## src/rtl/avs_ps2_ctrl_if.sv

```systemverilog
// Avalon-MM slave bus and PS/2 pin bundle for avs_ps2_ctrl.
// The pins are open-drain: *_oe = 1 pulls the line low, and *_i is the wired line level.
interface avs_ps2_ctrl_if;
    logic [1:0]  avs_s0_address;
    logic        avs_s0_read;
    logic        avs_s0_write;
    logic        avs_s0_waitrequest;
    logic [31:0] avs_s0_readdata;
    logic [31:0] avs_s0_writedata;
    logic        avs_s0_irq;
    logic        avs_s0_export_ps2_clk_i;
    logic        avs_s0_export_ps2_data_i;
    logic        avs_s0_export_ps2_clk_oe;
    logic        avs_s0_export_ps2_data_oe;

    modport slave (
        input  avs_s0_address, avs_s0_read, avs_s0_write, avs_s0_writedata,
               avs_s0_export_ps2_clk_i, avs_s0_export_ps2_data_i,
        output avs_s0_waitrequest, avs_s0_readdata, avs_s0_irq,
               avs_s0_export_ps2_clk_oe, avs_s0_export_ps2_data_oe
    );

    modport master (
        output avs_s0_address, avs_s0_read, avs_s0_write, avs_s0_writedata,
               avs_s0_export_ps2_clk_i, avs_s0_export_ps2_data_i,
        input  avs_s0_waitrequest, avs_s0_readdata, avs_s0_irq,
               avs_s0_export_ps2_clk_oe, avs_s0_export_ps2_data_oe
    );
endinterface

```

## src/rtl/avs_ps2_ctrl.sv

```systemverilog
// PS/2 host controller with an Avalon-MM slave: RX FIFO, error flags, level irq.
// The host-to-device transmit path is built only when AVS_PS2_TX_EN is defined.
module avs_ps2_ctrl #(
    parameter int FIFO_DEPTH     = 16,
    parameter int INHIBIT_CYCLES = 5000,
    parameter int TIMEOUT_CYCLES = 100000
) (
    input logic           clk,
    input logic           reset,
    avs_ps2_ctrl_if.slave s0
);
    localparam int AW = $clog2(FIFO_DEPTH);
    localparam int TW = $clog2(TIMEOUT_CYCLES + 1);
    localparam logic [AW:0] FULL_LVL = (AW + 1)'(FIFO_DEPTH);

    // clk_s[2] is the previous synced sample, used for edge detection.
    logic [2:0] clk_s;
    logic [1:0] data_s;
    logic       fall;

    always_ff @(posedge clk or posedge reset) begin
        if (reset) begin
            clk_s  <= '1;
            data_s <= '1;
        end else begin
            clk_s  <= {clk_s[1:0], s0.avs_s0_export_ps2_clk_i};
            data_s <= {data_s[0], s0.avs_s0_export_ps2_data_i};
        end
    end
    assign fall = clk_s[2] & ~clk_s[1];

    logic        tx_busy, tx_to_active, tx_clk_oe, nack_set, to_fire;
    logic [2:0]  ctrl;
    logic [4:0]  w1c;
    logic        rd_data, pop, empty, full, push, push_ok;
    logic        ovf, par_err, frm_err, tmo, nack;
    logic [AW-1:0] wr_ptr, rd_ptr;
    logic [AW:0]   level;
    logic [7:0]    mem [FIFO_DEPTH];
    logic [7:0]    status;
    logic          unused_wdata;

    assign rd_data = s0.avs_s0_read && s0.avs_s0_address == 2'd0;
    assign w1c     = (s0.avs_s0_write && s0.avs_s0_address == 2'd1) ? s0.avs_s0_writedata[6:2] : 5'd0;
    assign empty   = level == '0;
    assign full    = level == FULL_LVL;
    assign pop     = rd_data & ~empty;
    assign unused_wdata = &{1'b0, s0.avs_s0_writedata[31:7]};

`ifdef AVS_PS2_TX_EN
    localparam int IW = $clog2(INHIBIT_CYCLES + 1);
    localparam logic [2:0] TX_IDLE    = 3'd0,
                           TX_INHIBIT = 3'd1,
                           TX_REQ     = 3'd2,
                           TX_BITS    = 3'd3,
                           TX_ACK     = 3'd4,
                           TX_WAIT    = 3'd5;
    logic [2:0]    state;
    logic [8:0]    tx_shift;
    logic [3:0]    tx_cnt;
    logic [IW-1:0] inh_cnt;
    logic          data_oe, wr_data;

    assign wr_data      = s0.avs_s0_write && s0.avs_s0_address == 2'd0;
    assign tx_busy      = state != TX_IDLE;
    assign tx_to_active = tx_busy && state != TX_INHIBIT;
    assign tx_clk_oe    = state == TX_INHIBIT;
    assign nack_set     = state == TX_ACK && fall && data_s[1];
    assign s0.avs_s0_waitrequest        = wr_data & tx_busy;
    assign s0.avs_s0_export_ps2_data_oe = data_oe;

    // tx_shift holds {parity, byte}; bit 0 goes out on the next falling edge.
    always_ff @(posedge clk or posedge reset) begin
        if (reset) begin
            state    <= TX_IDLE;
            tx_shift <= '0;
            tx_cnt   <= '0;
            inh_cnt  <= '0;
            data_oe  <= 1'b0;
        end else if (to_fire) begin
            state   <= TX_IDLE;
            data_oe <= 1'b0;
        end else begin
            case (state)
                TX_IDLE: if (wr_data) begin
                    tx_shift <= {~^s0.avs_s0_writedata[7:0], s0.avs_s0_writedata[7:0]};
                    inh_cnt  <= '0;
                    state    <= TX_INHIBIT;
                end
                TX_INHIBIT: if (inh_cnt == IW'(INHIBIT_CYCLES - 1)) begin
                    data_oe <= 1'b1;
                    state   <= TX_REQ;
                end else begin
                    inh_cnt <= inh_cnt + 1'b1;
                end
                TX_REQ: begin
                    tx_cnt <= '0;
                    state  <= TX_BITS;
                end
                TX_BITS: if (fall) begin
                    if (tx_cnt == 4'd9) begin
                        data_oe <= 1'b0;
                        state   <= TX_ACK;
                    end else begin
                        data_oe  <= ~tx_shift[0];
                        tx_shift <= {1'b0, tx_shift[8:1]};
                        tx_cnt   <= tx_cnt + 1'b1;
                    end
                end
                TX_ACK:  if (fall) state <= TX_WAIT;
                TX_WAIT: if (clk_s[1] & data_s[1]) state <= TX_IDLE;
                default: state <= TX_IDLE;
            endcase
        end
    end
`else
    assign tx_busy      = 1'b0;
    assign tx_to_active = 1'b0;
    assign tx_clk_oe    = 1'b0;
    assign nack_set     = 1'b0;
    assign s0.avs_s0_waitrequest        = 1'b0;
    assign s0.avs_s0_export_ps2_data_oe = 1'b0;
`endif

    assign s0.avs_s0_export_ps2_clk_oe = tx_clk_oe | (ctrl[2] & ~tx_busy);

    // RX: shift holds the 10 bits before the current one, start bit ends up at [0].
    logic [3:0]  bit_cnt;
    logic [9:0]  shift;
    logic [10:0] frame;
    logic        rx_edge, rx_done, frm_bad, par_bad;

    assign frame   = {data_s[1], shift};
    assign rx_edge = fall & ~tx_busy;
    assign rx_done = rx_edge && bit_cnt == 4'd10;
    assign frm_bad = frame[0] | ~frame[10];
    assign par_bad = ~^frame[9:1];
    assign push    = rx_done & ~frm_bad & ~par_bad;
    assign push_ok = push & (~full | pop);

    always_ff @(posedge clk or posedge reset) begin
        if (reset) begin
            bit_cnt <= '0;
            shift   <= '0;
        end else if (to_fire || tx_busy) begin
            bit_cnt <= '0;
        end else if (rx_edge) begin
            shift   <= frame[10:1];
            bit_cnt <= rx_done ? 4'd0 : bit_cnt + 1'b1;
        end
    end

    logic          to_active;
    logic [TW-1:0] to_cnt;

    assign to_active = (bit_cnt != 4'd0) | tx_to_active;
    assign to_fire   = to_active && !fall && to_cnt == TW'(TIMEOUT_CYCLES - 1);

    always_ff @(posedge clk or posedge reset) begin
        if (reset)                           to_cnt <= '0;
        else if (!to_active || fall || to_fire) to_cnt <= '0;
        else                                 to_cnt <= to_cnt + 1'b1;
    end

    always_ff @(posedge clk) begin
        if (push_ok) mem[wr_ptr] <= frame[8:1];
    end

    always_ff @(posedge clk or posedge reset) begin
        if (reset) begin
            wr_ptr <= '0;
            rd_ptr <= '0;
            level  <= '0;
        end else begin
            if (push_ok) wr_ptr <= wr_ptr + 1'b1;
            if (pop)     rd_ptr <= rd_ptr + 1'b1;
            case ({push_ok, pop})
                2'b10:   level <= level + 1'b1;
                2'b01:   level <= level - 1'b1;
                default: level <= level;
            endcase
        end
    end

    // A set event in the same cycle as a W1C write wins.
    always_ff @(posedge clk or posedge reset) begin
        if (reset) begin
            ovf     <= 1'b0;
            par_err <= 1'b0;
            frm_err <= 1'b0;
            tmo     <= 1'b0;
            nack    <= 1'b0;
            ctrl    <= '0;
        end else begin
            ovf     <= (push & full & ~pop) | (ovf & ~w1c[0]);
            par_err <= (rx_done & par_bad)  | (par_err & ~w1c[1]);
            frm_err <= (rx_done & frm_bad)  | (frm_err & ~w1c[2]);
            tmo     <= to_fire              | (tmo & ~w1c[3]);
            nack    <= nack_set             | (nack & ~w1c[4]);
            if (s0.avs_s0_write && s0.avs_s0_address == 2'd2) ctrl <= s0.avs_s0_writedata[2:0];
        end
    end

    assign status = {1'b0, nack, tmo, frm_err, par_err, ovf, tx_busy, ~empty};
    assign s0.avs_s0_irq = (ctrl[0] & ~empty) | (ctrl[1] & |status[6:2]);

    always_comb begin
        s0.avs_s0_readdata = '0;
        if (s0.avs_s0_read) begin
            case (s0.avs_s0_address)
                2'd0:    if (!empty) s0.avs_s0_readdata[7:0] = mem[rd_ptr];
                2'd1:    s0.avs_s0_readdata[7:0] = status;
                2'd2:    s0.avs_s0_readdata[2:0] = ctrl;
                default: s0.avs_s0_readdata[AW:0] = level;
            endcase
        end
    end
endmodule

```

## src/flat_wrapper.sv

```systemverilog
// flat-port wrapper written by rule: the top's interface ports become plain ports
module avs_ps2_ctrl_flat 
#(
    parameter int FIFO_DEPTH     = 16,
    parameter int INHIBIT_CYCLES = 5000,
    parameter int TIMEOUT_CYCLES = 100000
)
  (clk, reset, s0_avs_s0_address, s0_avs_s0_read, s0_avs_s0_write, s0_avs_s0_writedata, s0_avs_s0_export_ps2_clk_i, s0_avs_s0_export_ps2_data_i, s0_avs_s0_waitrequest, s0_avs_s0_readdata, s0_avs_s0_irq, s0_avs_s0_export_ps2_clk_oe, s0_avs_s0_export_ps2_data_oe);
  avs_ps2_ctrl_if s0_i ();
  input logic clk;
  input logic reset;
  input wire logic [$bits(s0_i.avs_s0_address)-1:0] s0_avs_s0_address;
  input wire logic [$bits(s0_i.avs_s0_read)-1:0] s0_avs_s0_read;
  input wire logic [$bits(s0_i.avs_s0_write)-1:0] s0_avs_s0_write;
  input wire logic [$bits(s0_i.avs_s0_writedata)-1:0] s0_avs_s0_writedata;
  input wire logic [$bits(s0_i.avs_s0_export_ps2_clk_i)-1:0] s0_avs_s0_export_ps2_clk_i;
  input wire logic [$bits(s0_i.avs_s0_export_ps2_data_i)-1:0] s0_avs_s0_export_ps2_data_i;
  output wire logic [$bits(s0_i.avs_s0_waitrequest)-1:0] s0_avs_s0_waitrequest;
  output wire logic [$bits(s0_i.avs_s0_readdata)-1:0] s0_avs_s0_readdata;
  output wire logic [$bits(s0_i.avs_s0_irq)-1:0] s0_avs_s0_irq;
  output wire logic [$bits(s0_i.avs_s0_export_ps2_clk_oe)-1:0] s0_avs_s0_export_ps2_clk_oe;
  output wire logic [$bits(s0_i.avs_s0_export_ps2_data_oe)-1:0] s0_avs_s0_export_ps2_data_oe;
  assign s0_i.avs_s0_address = s0_avs_s0_address;
  assign s0_i.avs_s0_read = s0_avs_s0_read;
  assign s0_i.avs_s0_write = s0_avs_s0_write;
  assign s0_i.avs_s0_writedata = s0_avs_s0_writedata;
  assign s0_i.avs_s0_export_ps2_clk_i = s0_avs_s0_export_ps2_clk_i;
  assign s0_i.avs_s0_export_ps2_data_i = s0_avs_s0_export_ps2_data_i;
  assign s0_avs_s0_waitrequest = s0_i.avs_s0_waitrequest;
  assign s0_avs_s0_readdata = s0_i.avs_s0_readdata;
  assign s0_avs_s0_irq = s0_i.avs_s0_irq;
  assign s0_avs_s0_export_ps2_clk_oe = s0_i.avs_s0_export_ps2_clk_oe;
  assign s0_avs_s0_export_ps2_data_oe = s0_i.avs_s0_export_ps2_data_oe;
  avs_ps2_ctrl #(.FIFO_DEPTH(FIFO_DEPTH), .INHIBIT_CYCLES(INHIBIT_CYCLES), .TIMEOUT_CYCLES(TIMEOUT_CYCLES)) u_core (.clk(clk), .reset(reset), .s0(s0_i));
endmodule
```

## config.mk

```make
export PLATFORM = sky130hd
export DESIGN_NAME = avs_ps2_ctrl_flat
export DESIGN_NICKNAME = d
export VERILOG_FILES = /design/src/rtl/avs_ps2_ctrl_if.sv /design/src/rtl/avs_ps2_ctrl.sv /design/src/flat_wrapper.sv
export SDC_FILE = /design/constraint.sdc
export NUM_CORES = 1
export LEC_CHECK = 0
export ABC_AREA = 1
export BUFFER_PORTS_ARGS = -buffer_cell sky130_fd_sc_hd__buf_2
export CAP_MARGIN = 10
export CORE_ASPECT_RATIO = 1.1
export CORE_MARGIN = 3
export CORE_UTILIZATION = 50
export CTS_CLUSTER_DIAMETER = 200
export DETAILED_ROUTE_END_ITERATION = 16
export GPL_TIMING_DRIVEN = 1
export PLACE_DENSITY = 0.72
export SYNTH_ARGS = -nofsm -noshare
export SYNTH_HDL_FRONTEND = slang
export SYNTH_SLANG_ARGS = --single-unit
export TNS_END_PERCENT = 100
```

## constraint.sdc

```tcl
create_clock -name clk -period 3.7 [get_ports clk]
set_clock_uncertainty 0.1 [all_clocks]
set_input_delay 0.185 -clock clk [delete_from_list [all_inputs] [get_ports clk]]
set_output_delay 0.185 -clock clk [all_outputs]
set_load 0.005 [all_outputs]
```

Word level (Yosys, flattened, before mapping)
Memories as Yosys holds them, arrays and structs flattened.
Cells that the tools add are included.
{ "op_classes": {"add_sub_neg": 6, "eq_ne": 7, "mux": 13, "bitwise": 36, "reduce_logical": 18} }
{ "ops": {"columns": ["op", "count"], "rows": [
  ["adder 17 x 1 -> 17 bit, second input constant", 1],
  ["== test 17 bit, second input constant", 1],
  ["two-way mux 17 bit", 1],
  ["bitwise AND 1 bit", 16],
  ["two-way mux 8 bit", 2],
  ["NOT 1 bit", 13],
  ["adder 4 x 1 -> 4 bit, second input constant", 3],
  ["two-way mux 4 bit", 3],
  ["case mux 5 bit (2 select lines)", 1],
  ["case mux 3 bit (3 select lines)", 1],
  ["XNOR reduction 9 bit", 1],
  ["bitwise OR 1 bit", 7],
  ["logical AND 1 bit", 6],
  ["case mux 2 bit (3 select lines)", 1],
  ["case mux 3 bit (2 select lines)", 1],
  ["adder 5 x 1 -> 5 bit, second input constant", 1],
  ["== test 5 bit, second input constant", 1],
  ["zero test 5 bit", 1],
  ["two-way mux 5 bit", 1],
  ["OR reduction 5 bit", 1],
  ["subtractor 5 x 1 -> 5 bit, second input constant", 1],
  ["== test 2 x 1 -> 1 bit, second input constant", 2],
  ["== test 2 bit, second input constant", 2],
  ["== test 4 bit, second input constant", 1],
  ["7 further kinds", 11]
]} }
{ "totals": {"ff_bits": 57, "mem_bits_rw": 128, "inputBits": 40, "output_inout_bits": 36, "elab_cells": 95, "memories": 1} }
{ "mem_list": {"columns": ["memory", "words", "word_bits", "read_ports", "rd_ports_with_merged_regs", "write_ports", "line_no", "text"], "rows": [
  ["u_core.mem", 16, 8, 1, 0, 1, "avs_ps2_ctrl.sv:39", "logic [7:0] mem [FIFO_DEPTH];"]
]} }

Depth between registers and ports, before layout
{ "logic_depth": {"ltp_word": 8, "ltp_mapped": 22, "depth_no_buf": 22} }

Least setup slack after synthesis
OpenSTA, ideal clock, no wires.
{ "synth_timing": {"path_kind": "register -> register", "start": "reg u_core.shift[8]", "end": "reg u_core.level[4]", "setup_ns": 0.113, "arrival_ns": 2.277, "required_ns": 3.487, "setup_slack_ns": 1.210, "stages_incl_launch_ff": 21, "n_path_buf": 0, "synth_period_minus_slack_ns": 2.490, "cell_sequence": "dfrtp_1 > inv_1 > nand2_1 > nand2_1 > nand2_1 > nand2_1 > inv_1 > nand3_1 > nand2_1 > nand2_1 > nand2_2 > inv_1 > fa_1 > nand2_1 > nand2_1 > a21oi_1 > nand2_1 > nand2_1 > nand3_1 > nand2_1 > inv_1"} }
{ "synth_via": {"elab_chain_len": 6, "word_cells_on_any_way": 8, "classes_between": "eq/ne (2); mux (1); bitwise (3); reduce/logical (2)"} }
{ "synth_rtl": {"columns": ["item", "line_no", "text"], "rows": [
  ["start, declared", "avs_ps2_ctrl.sv:129", "logic [9:0] shift;"],
  ["start signal, assigned", "avs_ps2_ctrl.sv:148", "shift <= frame[10:1];"],
  ["XNOR reduction 9 bit *", "avs_ps2_ctrl.sv:137", "assign par_bad = ~^frame[9:1];"],
  ["NOT 1 bit *", "avs_ps2_ctrl.sv:138", "assign push = rx_done & ~frm_bad & ~par_bad;"],
  ["bitwise AND 1 bit *", "avs_ps2_ctrl.sv:138", null],
  ["bitwise AND 1 bit *", "avs_ps2_ctrl.sv:139", "assign push_ok = push & (~full | pop);"],
  ["== test 2 x 1 -> 1 bit or == test 2 bit (tied branches)", "avs_ps2_ctrl.sv:177", "case ({push_ok, pop})"],
  ["case mux 5 bit (2 select lines) or nonzero test 2 bit (tied branches)", null, null],
  ["end signal, assigned", "avs_ps2_ctrl.sv:178", "2'b10: level <= level + 1'b1;"],
  ["end signal, assigned", "avs_ps2_ctrl.sv:179", "2'b01: level <= level - 1'b1;"],
  ["end signal, assigned", "avs_ps2_ctrl.sv:180", "default: level <= level;"],
  ["end, declared", "avs_ps2_ctrl.sv:38", "logic [AW:0] level;"]
]} }
Mark *: on every way between the ends. The rest lies on a longest branch, timed or not.
A chain may end at the register's enable or synchronous reset.

Worst setup path in the final report
{ "layout_timing": {"start": "reg u_core.rd_ptr[0]", "end": "out s0_avs_s0_readdata[3]"} }
{ "layout_via": {"elab_chain_len": 4} }
{ "layout_rtl": {"columns": ["item", "line_no", "text"], "rows": [
  ["start, declared", "avs_ps2_ctrl.sv:37", "logic [AW-1:0] wr_ptr, rd_ptr;"],
  ["start signal, assigned", "avs_ps2_ctrl.sv:176", "if (pop) rd_ptr <= rd_ptr + 1'b1;"],
  ["memory (16 x 8 bit)", null, null],
  ["two-way mux 8 bit", "avs_ps2_ctrl.sv:211", "2'd0: if (!empty) s0.avs_s0_readdata[7:0] = mem[rd_ptr];"],
  ["case mux 2 bit (3 select lines)", "avs_ps2_ctrl.sv:210", "case (s0.avs_s0_address)"],
  ["two-way mux 8 bit", "avs_ps2_ctrl.sv:209", "if (s0.avs_s0_read) begin"],
  ["end, declared", "flat_wrapper.sv:19", "output wire logic [$bits(s0_i.avs_s0_readdata)-1:0] s0_avs_s0_readdata;"]
]} }
Every way passes these cells.

==> results_dict.tcl <==
set metrics [dict create \
    synth_cell_types 43 \
    drtIter0Drc 494 \
    layout_common_cells "129 x nand2_1, 128 x edfxtp_1, 91 x o21ai_0" \
    cts.sinks 185 \
    clockBufferDepth 2 \
    seq_area_frac_synth 0.636 \
    fp.dieW_um 129 \
    hold_violations 0 \
    port_buffers 24 \
    post_cts_buffers 0 \
    clock-root-buffer "clkbuf_16" \
    overflow 0 \
    yosysTopAreaCellShare 0.464 \
    cp.required_ps 3410 \
    n_antenna_cell 0 \
    cts_made_buffers 17 \
    ant_nets 0 \
    gp_congestion 0.900 \
    antenna_found_initial 0 \
    drv_slew 0 \
    detail_route.vias_per_cell 5.51 \
    crit_type "reg -> out" \
    first_global_vias 5405 \
    cts_tree "built" \
    cts_hold_buffers 11 \
    max-cap-violations 0 \
    track_usage 0.197 \
    worst_setup_path_start_kind "flop" \
    hpwl_mm 11.4 \
    grt_pass1_wl_mm 27.5 \
    yosys_most_used_dff "edfxtp_1" \
    m1WireLength_mm 7.21 \
    wl_met3_mm 1.12 \
    finalNonFillerCells 1040 \
    fp.dieH_um 141 \
    setup_violations 0 \
    dr_wl_met2_mm 9.06 \
    cts_resized 0 \
    drc_errors 0 \
    r2r_slack_ps 600 \
    routed_wl_mm 17.8 \
    ys_warn_count 0 \
    async_flop_share 0.308 \
    tightest_slew_ps 930 \
    cp.arrival_ps 2940 \
    maxSlewHeadroom 0.376 \
    nets 880 \
    start_util 0.519 \
    htree_levels 4 \
    syn_inst 773 \
    coreArea_um2 16000 \
    fin_crit_ps 3220 \
    worst_setup_path_end_kind "output port" \
    rsz0062_at_grt "no" \
    layout_commonest_cell "nand2_1" \
    drtPass1Iterations 7 \
    post-place-cells 997 \
    cellPowerDensity_nw_per_um2 650 \
    synth_seq_cells 185 \
    die_area_um2 18200 \
    top_layer "met4" \
    insertion_delay_ps 420 \
    synth_top_area_cell "edfxtp_1" \
    drive_gt1_frac 0.140 \
    min_period_over_period 0.871 \
    path_clk_slew_ps 70 \
    max_clock_freq_mhz 310 \
    grt_max_degree 67 \
    p_sw_frac 0.346 \
    pwr-share-seq 0.430 \
    wire_per_inst_um 17.1 \
    min_path_type "in -> reg" \
    core.rowCount 48 \
    pin_count 76 \
    vias 5733 \
    avgSynthCellArea_um2 10.7 \
    netlist_top_cells_area "edfxtp_1 46%, dfrtp_1 16%, nand2_1 5.8%, o21ai_0 5.5%, nor2_1 3.8%" \
    syn_area_um2 8290 \
    combPwrFrac 0.280 \
    synth_edf_count 128 \
    p_leak_nw 3.69 \
    worst-path-max-fanout 33 \
    vdd_drop_max_mv 0.448 \
    syn_to_final_growth_pct 13.0 \
    power_frac_clock 0.290 \
    whs_ps 18.5 \
    power.switching_w 0.00211 \
    outcome "complete, no violations" \
    setup_tns_ps 0 \
    p_int_w 0.00398 \
]
-- sequential cells by signal, indices dropped and copies added, names as in the netlist --
| signal | count |
|---|---|
| u_core.shift | 10 |
| u_core.rd_ptr | 4 |
| u_core.nack | 1 |
| u_core.clk_s | 3 |
| u_core.ctrl | 3 |
| u_core.mem | 128 |
| u_core.to_cnt | 17 |
| u_core.par_err | 1 |
| u_core.frm_err | 1 |
| u_core.wr_ptr | 4 |
| u_core.level | 5 |
| u_core.tmo | 1 |
| u_core.data_s | 2 |
| u_core.ovf | 1 |
| u_core.bit_cnt | 4 |
-- worst max-delay path, cell delays in order, from the launching register on --
cell	delay, ps
dfrtp_2	350
clkinv_1	710
buf_12	470
o21ai_0	160
o22ai_1	100
nand2_1	70
nand2_1	60
o21ai_0	300
a21oi_1	130
buf_2	150
-- cell families after synthesis --
family                     count (synthesis)  synth area share
xor gates and xnor gates                  13            0.0146
adders and majority gates                 13            0.0205
AOI/OAI and AO/OA                        162             0.105
DFF                                      185             0.636
other                                      1          0.000452
buffers and inverters                    106            0.0631
and+or+nand+nor                          290             0.155
muxes                                      3           0.00407
-- area by class of cell --
type / count / area, um^2
tap: 200 / 250
inverter: 51 / 194
clock buffer: 20 / 437
timing repair buffer: 65 / 480
sequential: 185 / 5280
multi-input combinational: 507 / 2580
clock inverter: 12 / 141
fill: 1272 / 6610
-- cells in the mapped netlist (all sizes together) (5+ instances only) --
master / n
nor2: 91
o22ai: 28
a21oi: 30
nor4: 6
nand3: 27
nand2: 136
nor3: 16
nand4: 5
xor2: 10
buf: 40
ha: 12
clkbuf: 15
nor3b: 6
dfstp: 5
o21ai: 93
dfrtp: 52
edfxtp: 128
inv: 51
-- metrics by stage --
step | total power (W) | cell area [um^2] | util | setup WS [ps]
final | 0.00609 | 9370 | 0.586 | 479
after CTS | 0.00611 | 9370 | 0.586 | 415
after global placement | 0.00428 | 8680 | 0.543 | 707
after floorplan | 0.00380 | 8380 | - | 1210
after global routing | 0.00639 | 9370 | 0.586 | 279
after detailed placement | 0.00433 | 8680 | 0.543 | 656
-- power by group through the flow --
stage	clock network [W]	registers (W)	logic, W
6_report	0.00177	0.00262	0.00170
5_1_grt	0.00187	0.00264	0.00188
4_1_cts	0.00179	0.00261	0.00170
3_5_place_dp	0	0.00265	0.00167
3_3_place_gp	0	0.00265	0.00163
2_1_floorplan	0	0.00260	0.00121
-- worst paths after layout --
path / start / end / cells past startpoint
setup / recovery: u_core.rd_ptr[0]$_DFFE_PP0N_ / s0_avs_s0_readdata[3] / 9
hold / removal: s0_avs_s0_write / u_core.tmo$_DFF_PP0_ / 4
setup reg to reg: u_core.shift[8]$_DFFE_PP0P_ / u_core.level[4]$_DFFE_PP0P_ / 20
hold reg to reg: u_core.data_s[0]$_DFF_PP1_ / u_core.data_s[1]$_DFF_PP1_ / 0
max in group asynchronous: reset / u_core.level[4]$_DFFE_PP0P_ / 4
min in group asynchronous: reset / u_core.rd_ptr[2]$_DFFE_PP0N_ / 3
-- routing by layer --
metal / global-route usage / up-vias
met2: 0.335 / 209
met4: 0.0730 / 0
met1: 0.245 / 2746
met3: 0.0447 / 32
li1: - / 2746
met5: 0 / -
Power figures use the tool's default switching activity.
